===== src/rtl/plic_target_arb.sv =====
// plic_target_arb: per-hart PLIC gateways, priority arbitration, threshold compare and claim/complete sequencing
module plic_target_arb #(
  parameter int NSRC = 15
) (
  input  logic              clk_i,
  input  logic              rst_i,
  input  logic [NSRC-1:0]   src_i,
  input  logic [NSRC-1:0]   ie_i,
  input  logic [3*NSRC-1:0] prio_i,
  input  logic [2:0]        thresh_i,
  input  logic              claim_i,
  input  logic              complete_i,
  input  logic [3:0]        complete_id_i,
  output logic              irq_o,
  output logic [3:0]        claim_id_o,
  output logic              claim_vld_o,
  output logic [NSRC-1:0]   pending_o
);
  logic [NSRC-1:0] pend_q, pend_d, busy_q, busy_d;
  logic [3:0]      best_id_q, best_id_d;
  logic [2:0]      best_prio_q, best_prio_d;
  // strict compare in ascending ID order makes ties go to the lowest ID and excludes prio 0
  always_comb begin
    best_id_d = '0;
    best_prio_d = '0;
    for (int i = 0; i < NSRC; i++)
      if (pend_q[i] && ie_i[i] && prio_i[3*i +: 3] > best_prio_d) begin
        best_id_d = 4'(i + 1);
        best_prio_d = prio_i[3*i +: 3];
      end
  end
  always_comb begin
    pend_d = pend_q;
    busy_d = busy_q;
    for (int i = 0; i < NSRC; i++)
      if (busy_q[i]) busy_d[i] = !(complete_i && complete_id_i == 4'(i + 1));
      else if (pend_q[i]) begin
        busy_d[i] = claim_i && best_id_q == 4'(i + 1);
        pend_d[i] = !busy_d[i];
      end else pend_d[i] = src_i[i];
  end
  always_ff @(posedge clk_i)
    if (rst_i) begin
      pend_q <= '0;
      busy_q <= '0;
      best_id_q <= '0;
      best_prio_q <= '0;
      irq_o <= 1'b0;
      claim_id_o <= '0;
      claim_vld_o <= 1'b0;
    end else begin
      pend_q <= pend_d;
      busy_q <= busy_d;
      best_id_q <= best_id_d;
      best_prio_q <= best_prio_d;
      irq_o <= best_prio_q > thresh_i;
      claim_vld_o <= claim_i;
      claim_id_o <= claim_i ? best_id_q : claim_id_o;
    end
  assign pending_o = pend_q;
endmodule


===== config.mk =====
export PLATFORM = sky130hd
export DESIGN_NAME = plic_target_arb
export DESIGN_NICKNAME = d
export VERILOG_FILES = /design/src/rtl/plic_target_arb.sv
export SDC_FILE = /design/constraint.sdc
export NUM_CORES = 1
export LEC_CHECK = 0
export CAP_MARGIN = 10
export CORE_ASPECT_RATIO = 0.9
export CORE_MARGIN = 2
export CORE_UTILIZATION = 40
export DETAILED_ROUTE_END_ITERATION = 12
export PLACE_DENSITY = 0.64
export SETUP_SLACK_MARGIN = 0.2
export SYNTH_ARGS = -nofsm -noshare
export SYNTH_HDL_FRONTEND = slang
export SYNTH_SLANG_ARGS = --single-unit

===== constraint.sdc =====
create_clock -name clk_i -period 34.4 [get_ports clk_i]
set_input_delay 3.44 -clock clk_i [delete_from_list [all_inputs] [get_ports clk_i]]
set_output_delay 3.44 -clock clk_i [all_outputs]
set_load 0.03 [all_outputs]

=== Yosys cells after proc, flatten, opt, wreduce, memory -nomap -nowiden ===
Index checks and enable logic that the tools add are counted.

* Order comparisons: 16
* Equal/unequal tests: 30
* Muxes and demuxes: 75
* Reduce and logical (&&, ||, !) cells: 90

{| class="wikitable"
|+ Operators by type and width
! kind !! number
|-
| 4-bit == test (second input constant) || 16
|-
| 1-bit logical AND || 60
|-
| 4-bit 2-to-1 mux || 14
|-
| 1-bit 2-to-1 mux || 46
|-
| 3-bit greater-than comparator || 15
|-
| 3-bit 2-to-1 mux || 15
|-
| 4-bit by 3-bit == test with 1-bit output (second input constant) || 8
|-
| 1-bit zero test || 30
|-
| 4-bit by 2-bit == test with 1-bit output (second input constant) || 4
|-
| 4-bit by 1-bit == test with 1-bit output (second input constant) || 2
|-
| 3-bit by 1-bit greater-than comparator with 1-bit output (second input constant) || 1
|}

* Register bits after elaboration: 43
* Input port bits: 86
* Output and inout bits: 21
* Logic and storage cells: 232

=== Logic depth before layout (Yosys ltp) ===
Gate-level depths: netlist (run 1).

* Depth after elaboration: 45
* Mapped depth: 89
* Depth with buffers taken out: 89

=== Worst setup path before layout (run 1) ===
OpenSTA, ideal clock, no wires.

* Path type: input to register
* Start: input prio_i[1]
* End: register best_id_q[3]
* Library setup time: 0.132 ns
* Arrival time: 20.139 ns
* Required time: 34.268 ns
* Setup slack: 14.129 ns
* Stages: 85
* Cell sequence: and3_1 -> inv_1 -> ha_1 -> nor2b_4 -> o311a_2 -> a21o_2 -> and2_2 -> ha_1 -> nand2_1 -> nor4_1 -> or3_4 -> nor2_1 -> nor2_1 -> a21oi_1 -> ha_1 -> o221ai_1 -> o211ai_1 -> a31oi_1 -> (+49 left out) -> ha_1 -> nor2_1 -> nand3_1 -> o211ai_2 -> mux2i_4 -> inv_1 -> ha_1 -> a21oi_1 -> maj3_1 -> nand3_1 -> mux2i_1 -> ha_1 -> nor2b_1 -> o21a_1 -> o2111ai_1 -> and2_1 -> nor3b_1 -> a21oi_1

* Word-level cells in the longest chain between the ends: 45
* Elaborated cells on any way between the ends: 57
* Those cells by class: 15 x order compare; 27 x mux; 15 x reduce/logical

{| class="wikitable"
|+ RTL lines
! item !! line !! text
|-
| start, declared || 9 || <nowiki>input logic [3*NSRC-1:0] prio_i,</nowiki>
|-
| 3-bit by 1-bit greater-than comparator with 1-bit output || 27 || <nowiki>if (pend_q[i] && ie_i[i] && prio_i[3*i +: 3] > best_prio_d) begin</nowiki>
|-
| 1-bit logical AND || 27 ||
|-
| 3-bit 2-to-1 mux (*) || 27 ||
|-
| 3-bit greater-than comparator || 27 ||
|-
| 1-bit logical AND || 27 ||
|-
| 3-bit 2-to-1 mux (*) || 27 ||
|-
| 3-bit greater-than comparator || 27 ||
|-
| 1-bit logical AND || 27 ||
|-
| (+29 left out) || n/a ||
|-
| 1-bit logical AND || 27 ||
|-
| 3-bit 2-to-1 mux || 27 ||
|-
| 3-bit greater-than comparator || 27 ||
|-
| 1-bit logical AND || 27 ||
|-
| 3-bit 2-to-1 mux || 27 ||
|-
| 3-bit greater-than comparator || 27 ||
|-
| 1-bit logical AND || 27 ||
|-
| 4-bit 2-to-1 mux (*) || 27 ||
|-
| end signal, assigned || 54 || <nowiki>best_id_q <= best_id_d;</nowiki>
|-
| end, declared || 20 || <nowiki>logic [3:0] best_id_q, best_id_d;</nowiki>
|}

Every way passes the cells marked *; elsewhere a longest branch is shown, timed or not.
A chain may end at the register's enable or synchronous reset.

=== Final worst setup path (run 1) ===
* Start: input ie_i[0]
* End: register best_id_q[3]

* Word-level cells in the longest chain between the ends: 45
* Elaborated cells on any way between the ends: 57
* Those cells by class: 14 x order compare; 27 x mux; 16 x reduce/logical

{| class="wikitable"
|+ RTL lines
! item !! line !! text
|-
| start, declared || 8 || <nowiki>input logic [NSRC-1:0] ie_i,</nowiki>
|-
| 1-bit logical AND (*) (2 in series) || 27 ||
|-
| 3-bit 2-to-1 mux (*) || 27 ||
|-
| 3-bit greater-than comparator || 27 ||
|-
| 1-bit logical AND || 27 ||
|-
| 3-bit 2-to-1 mux (*) || 27 ||
|-
| 3-bit greater-than comparator || 27 ||
|-
| 1-bit logical AND || 27 ||
|-
| 3-bit 2-to-1 mux || 27 ||
|-
| (+28 left out) || n/a ||
|-
| 1-bit logical AND || 27 ||
|-
| 3-bit 2-to-1 mux || 27 ||
|-
| 3-bit greater-than comparator || 27 ||
|-
| 1-bit logical AND || 27 ||
|-
| 3-bit 2-to-1 mux || 27 ||
|-
| 3-bit greater-than comparator || 27 ||
|-
| 1-bit logical AND || 27 ||
|-
| 4-bit 2-to-1 mux (*) || 27 ||
|}

Marked as above.

==> qor.yml, run 1 <==
drive_above_1_share: 0.104
portBuffers: 106
end_kind: "register"
setup-tns-final_ns: 0
final-instance-count-excl-fill: 733
synth-edff-count: 0
cpMaxStageDelayCell: "clkdlybuf4s50_1"
slew_headroom: 0.605
yosysTopAreaCellShare: 0.218
clk_pin_slew_worst_paths_ns: 0.08
wire_per_inst_um: 15.4
cts_root_buf: "clkbuf_8"
place_congestion: 0.886
wl_mm: 11.3
insertion_delay_ns: 0.30
stdcell_area_um2: 5250
ir_worst_vdd_uv: 22.0
cp_max_fo: 8
grt_first_pass_wirelength_mm: 18.7
first_global_vias: 3902
synthArstFlopShare: 0
start_util: 0.410
synth.avg_cell_area_um2: 7.87
crit_top_cell: "ha_1"
ff_latch_area_um2: 861
post_dp_cell_area_um2: 5130
cts_tree: "built"
worstMarginPinSlew_ns: 0.587
drc: 0
die_x_um: 109
cts_resized: 0
cap_violations: 0
synthCells: 501
fill_cells: 940
diodes: 0
seq_area_frac_synth: 0.218
powerDensity_nw_per_um2: 35.9
fp-row-count: 34
htree_levels: 2
finalCritPeriodShare: 0.661
firstDrtPassIters: 5
num_io_pins: 107
max_freq_mhz: 44.0
grt_max_degree: 44
final_antenna_net_count: 0
synth_flop_cell: "dfxtp_1"
start_kind: "primary input"
p_leak_uw: 0.00202
grt_usage: 0.214
ys_types: 87
drv_slew: 0
path_buf_inv: 5
finish.utilization: 0.546
syn-num-nets: 610
syn_area_um2: 3940
multi_input_area_um2: 2850
final-setup-viol-count: 0
rsz0062_at_grt: "false"
die_y_um: 98.2
grt_antenna_before_repair: 0
worstPathRequired_ns: 34.57
dp_hpwl_mm: 9.10
post_cts_buffers: 0
dieArea_um2: 10700
hold_class: "register to register"
fin_nets: 715
numCtsBuffers: 5
r2r.worst_path.cells: 84
skew_ns: 0.00591
critPathKind: "primary input to register"
vias: 4187
overflow: 0
drt_iter0_drc: 335
synthTopCellsByArea: "dfxtp_1, ha_1, a21oi_1"
path_depth: 85
cts_buffer_depth: 2
finalHoldViolCount: 0
via_per_inst: 5.71
synth_top_area_cell: "dfxtp_1"
yosys_warnings: 0
core_um2: 9610
postCtsHoldBufs: 0
outcome: "finished, final reports clean"
synth-seq-cells: 43
area_delta_synth_final_pct: 33.0
layout_setup_ws_ns: 11.66
crit_family: "compound AO/OA/AOI/OAI gates"
max_stage_delay_ns: 0.52
whs_path_depth: 1
cts_sinks: 43
fin_crit_ns: 22.74
cp_data_arrival_time_ns: 22.91
dp.cells: 725
place_ws_ns: 11.52
==> worst register-to-register path: cells and delay by family, from the launching register on <==
kind	cells	cell delay, ns
adder cells (fa/ha/maj)	16	4.69
flip-flops	1	0.45
multiplexers	6	2.08
AO/OA/AOI/OAI	33	7.30
buffers and inverters	4	0.26
AND/OR/NAND/NOR	25	4.62
==> final timing paths <==
kind | from | endpoint | slack [ns]
setup / recovery | ie_i[0] | best_id_q[3] | 11.66
hold / removal | busy_q[4] | busy_q[4] | 0.47
setup reg to reg | pending_o[0] | best_id_q[3] | 14.85
hold reg to reg | busy_q[4] | busy_q[4] | 0.47
==> sequential cells by signal (all words and copies together), names as in the netlist <==
name and cells:
best_id_q 4, busy_q 15, irq_o 1, claim_vld_o 1, pending_o 15, best_prio_q 3, claim_id_o 4
==> power breakdown <==
part	internal [µW]	switching, µW
logic	40.7	46.4
clock network	23.5	17.4
registers	54.2	6.23
==> layout make-up <==
cell class	count	area share
clock inverters	2	0.00668
repair buffers	107	0.204
inverters	50	0.0358
clock buffers	6	0.0157
multi-input cells	399	0.544
well taps	126	0.0301
flip-flops and latches	43	0.164
==> logic make-up after synthesis <==
| kind of cell | count (synthesis) | share of synthesized area |
|---|---|---|
| adder cells (fa/ha/maj) | 25 | 0.0784 |
| XOR/XNOR | 2 | 0.00444 |
| buffers and inverters | 59 | 0.0581 |
| multiplexers | 11 | 0.0320 |
| flip-flops | 43 | 0.218 |
| AO/OA/AOI/OAI | 167 | 0.343 |
| AND/OR/NAND/NOR | 194 | 0.266 |
==> cells in the final DEF, fill, tap and decap left out, types with 4 or more instances in the layout <==
| cell | instances |
|---|---|
| nand2b_1 | 4 |
| and3_1 | 6 |
| a31oi_1 | 4 |
| nand3_1 | 32 |
| nor2b_1 | 9 |
| a211oi_1 | 4 |
| o211ai_1 | 7 |
| ha_1 | 23 |
| nand2_1 | 29 |
| a31o_2 | 6 |
| o21a_1 | 6 |
| and2_1 | 8 |
| nor3_1 | 16 |
| dfxtp_1 | 43 |
| a21oi_1 | 48 |
| nand3b_1 | 5 |
| o21ai_0 | 19 |
| clkbuf_8 | 6 |
| o2111ai_1 | 5 |
| nor2_1 | 46 |
| clkdlybuf4s50_1 | 106 |
| a311oi_1 | 11 |
| mux2i_1 | 7 |
| a221oi_1 | 4 |
| nor4_1 | 5 |
| or3_1 | 5 |
| inv_1 | 50 |
==> metal layers <==
metal,share of wire,vias up,track usage
li1,-,2112,-
met1,0.50,1934,0.319
met2,0.44,127,0.338
met3,0.055,14,0.0180
met4,0.0084,0,0.0414
met5,0,-,0
==> cells in the mapped netlist, drive strengths merged (3+ instances only) <==
cell type,number
or3,6
a21o,5
nand3,34
nand2,29
o211ai,12
a21boi,3
nor3,17
o211a,3
nor4,5
inv,50
o2111ai,5
a21oi,49
mux2i,8
nand4,4
o311ai,3
a311oi,13
or2,4
o21a,6
nor4b,3
a22oi,3
a211oi,7
ha,23
mux2,3
and3,10
dfxtp,43
clkbuf,7
nor2b,10
a31oi,6
a31o,8
nand3b,5
nand2b,4
o21ai,22
nor3b,3
a2111oi,3
nor2,46
a221oi,4
and2,9
==> stage by stage <==
step,power [µW],hold WS (ns)
2_1_floorplan,119,0.449
3_3_place_gp,146,0.462
3_5_place_dp,148,0.467
4_1_cts,189,0.479
5_1_grt,202,0.516
6_report,188,0.474
Note: power is estimated with default switching activity, not from simulation.
==> inputs of run 2 (changes only) <==
clock period = 22.6 ns   (was 34.4 ns; I/O delays follow)
==> run 2 against run 1 <==
  * Global-route usage is 0.64 points higher
  * Register-to-register slack worse by 11 ns
  * Power is 56% higher
  * Clock skew is 0.0035 ns lower
  * Critical endpoint is now best_id_q[2]
  * Highest routed layer unchanged
==> qor.yml, run 2 (synthesis gave the netlist of run 1 again) <==
grt_antenna_before_repair: 0  # unchanged
overflow: 0  # unchanged
diodes: 0  # unchanged
r2r.worst_path.cells: 85  # was 84
via_per_inst: 5.72  # was 5.71
fin_crit_ns: 20.84
portBuffers: 106  # unchanged
drive_above_1_share: 0.105  # was 0.104
ir_worst_vdd_uv: 49.4  # was 22.0 µV
cellInternalPower_uw: 189  # was 118 µW
crit_top_cell: "ha_1"  # unchanged
fill_cells: 935  # was 940
grt_max_degree: 44  # unchanged
worstReg2RegStart: "pending_o[0]"  # unchanged
worstMarginPinSlew_ns: 0.538  # was 0.587 ns
clk_pin_slew_worst_paths_ns: 0.08  # about the same
skew_ns: 0.00236  # was 0.00591 ns
worstReg2RegEnd: "best_id_q[2]"  # was best_id_q[3]
fp-row-count: 34  # unchanged
comb_power_share: 0.451  # was 0.462
insertion_delay_ns: 0.29  # was 0.30 ns
finalCritPeriodShare: 0.922
place_ws_ns: 1.44  # was 11.52 ns
num_io_pins: 107  # unchanged
worstPathRequired_ns: 22.76  # was 34.57 ns
hold_class: "register to register"  # unchanged
whs_path_depth: 1  # unchanged
swShare: 0.359  # was 0.372
cts_tree: "built"  # unchanged
p_seq_frac: 0.312  # was 0.321
end_kind: "register"  # unchanged
max_freq_mhz: 48.0
cts_root_buf: "clkbuf_8"  # unchanged
holdWs_ns: 0.481  # was 0.474 ns
grt_first_pass_wirelength_mm: 19.3  # was 18.7 mm
numCtsBuffers: 5  # unchanged
p_total_uw: 295  # was 188 µW
postCtsHoldBufs: 0  # unchanged
firstDrtPassIters: 5  # unchanged
drt_iter0_drc: 329  # was 335
htree_levels: 2  # unchanged
rsz0062_at_grt: "false"  # unchanged
first_global_vias: 4005  # was 3902
die_x_um: 109  # unchanged
start_kind: "primary input"  # unchanged
layout_setup_ws_ns: 1.76  # was 11.66 ns
die_y_um: 98.2  # unchanged
final-setup-viol-count: 0  # unchanged
finalHoldViolCount: 0  # unchanged
drv_slew: 0  # unchanged
powerDensity_nw_per_um2: 55.9  # was 35.9 nW/µm²
multi_input_area_um2: 2860  # was 2850 µm²
outcome: "finished, final reports clean"  # unchanged
mostFrequentLayoutCells: "clkdlybuf4s50_1, inv_1, a21oi_1"  # unchanged
ff_latch_area_um2: 861  # unchanged
place_congestion: 0.846  # was 0.886
hp-start: "busy_q[5]"  # was busy_q[4]
switchingPower_uw: 106  # was 70.1 µW
layout_commonest_cell: "clkdlybuf4s50_1"  # unchanged
r2r_slack_ns: 3.76  # was 14.85 ns
wire_per_inst_um: 15.6  # was 15.4 µm
setup-tns-final_ns: 0  # unchanged
cp_data_arrival_time_ns: 21.00  # was 22.91 ns
drc: 0  # unchanged
vias: 4196  # was 4187
p_leak_uw: 0.00203  # was 0.00202 µW
start_util: 0.410  # unchanged
cap_violations: 0  # unchanged
fin_nets: 716  # was 715
core_um2: 9610  # unchanged
wl_mm: 11.5  # was 11.3 mm
grt_usage: 0.221  # was 0.214
cts_buffer_depth: 2  # unchanged
pwr-share-clk: 0.237  # was 0.217
cpMaxStageDelayCell: "clkdlybuf4s50_1"  # unchanged
final_antenna_net_count: 0  # unchanged
slew_headroom: 0.637  # was 0.605
cts_sinks: 43  # unchanged
dp_hpwl_mm: 9.28  # was 9.10 mm
max_stage_delay_ns: 0.52  # about the same
area_delta_synth_final_pct: 33.8  # was 33.0%
min_to: "busy_q[5]"  # was busy_q[4]
critPathKind: "primary input to register"  # unchanged
cp_max_fo: 6  # was 8
dieArea_um2: 10700  # unchanged
-- run 2: power by group through the flow --
stage	sequential [µW]	clock, µW	combinational (µW)
6_report	91.9	70.0	133
2_1_floorplan	95.2	0	85.2
4_1_cts	91.9	71.3	133
3_5_place_dp	93.5	0	132
3_3_place_gp	93.3	0	130
5_1_grt	93.5	75.0	149
-- run 2: area by class of cell --
type                    instances  share of cell area
multi-input cells             399               0.542
clock inverters                 2              0.0114
repair buffers                108               0.204
clock buffers                   6              0.0138
well taps                     126              0.0299
inverters                      50              0.0356
flip-flops and latches         43               0.163
-- run 2: how the worst max path moves through the flow --
stage / start / endpoint
after floorplan: prio_i[1] / best_id_q[3]
after global placement: ie_i[0] / best_id_q[2]
after detailed placement: ie_i[0] / best_id_q[3]
after CTS: ie_i[0] / best_id_q[2]
after global routing: ie_i[0] / best_id_q[3]
final: ie_i[0] / best_id_q[2]
-- run 2: metrics by stage --
step	cells	utilization	instance area, µm²
after detailed placement	726	0.534	5140
final	734	0.549	5280
after floorplan	501	-	3940
after CTS	734	0.548	5270
after global routing	734	0.549	5280
after global placement	726	0.534	5140
-- run 2: worst max-delay path: cells and delay by family --
family,cells,cell delay (ns)
mux,6,2.00
simple gates,28,5.06
fa+ha+maj,16,4.62
buf+inv,5,0.79
compound gates,31,6.22
-- run 2: metal layers --
| metal | global-route usage | routed length, µm |
|---|---|---|
| met1 | 0.332 | 5690 |
| met2 | 0.336 | 4940 |
| met3 | 0.0260 | 668 |
| met4 | 0.0483 | 180 |
| met5 | 0 | 0 |
-- run 2: timing repair --
action,4_1_cts,5_1_grt
buffers inserted,0,0
setup endpoints to repair,0,2
resized for setup,0,2
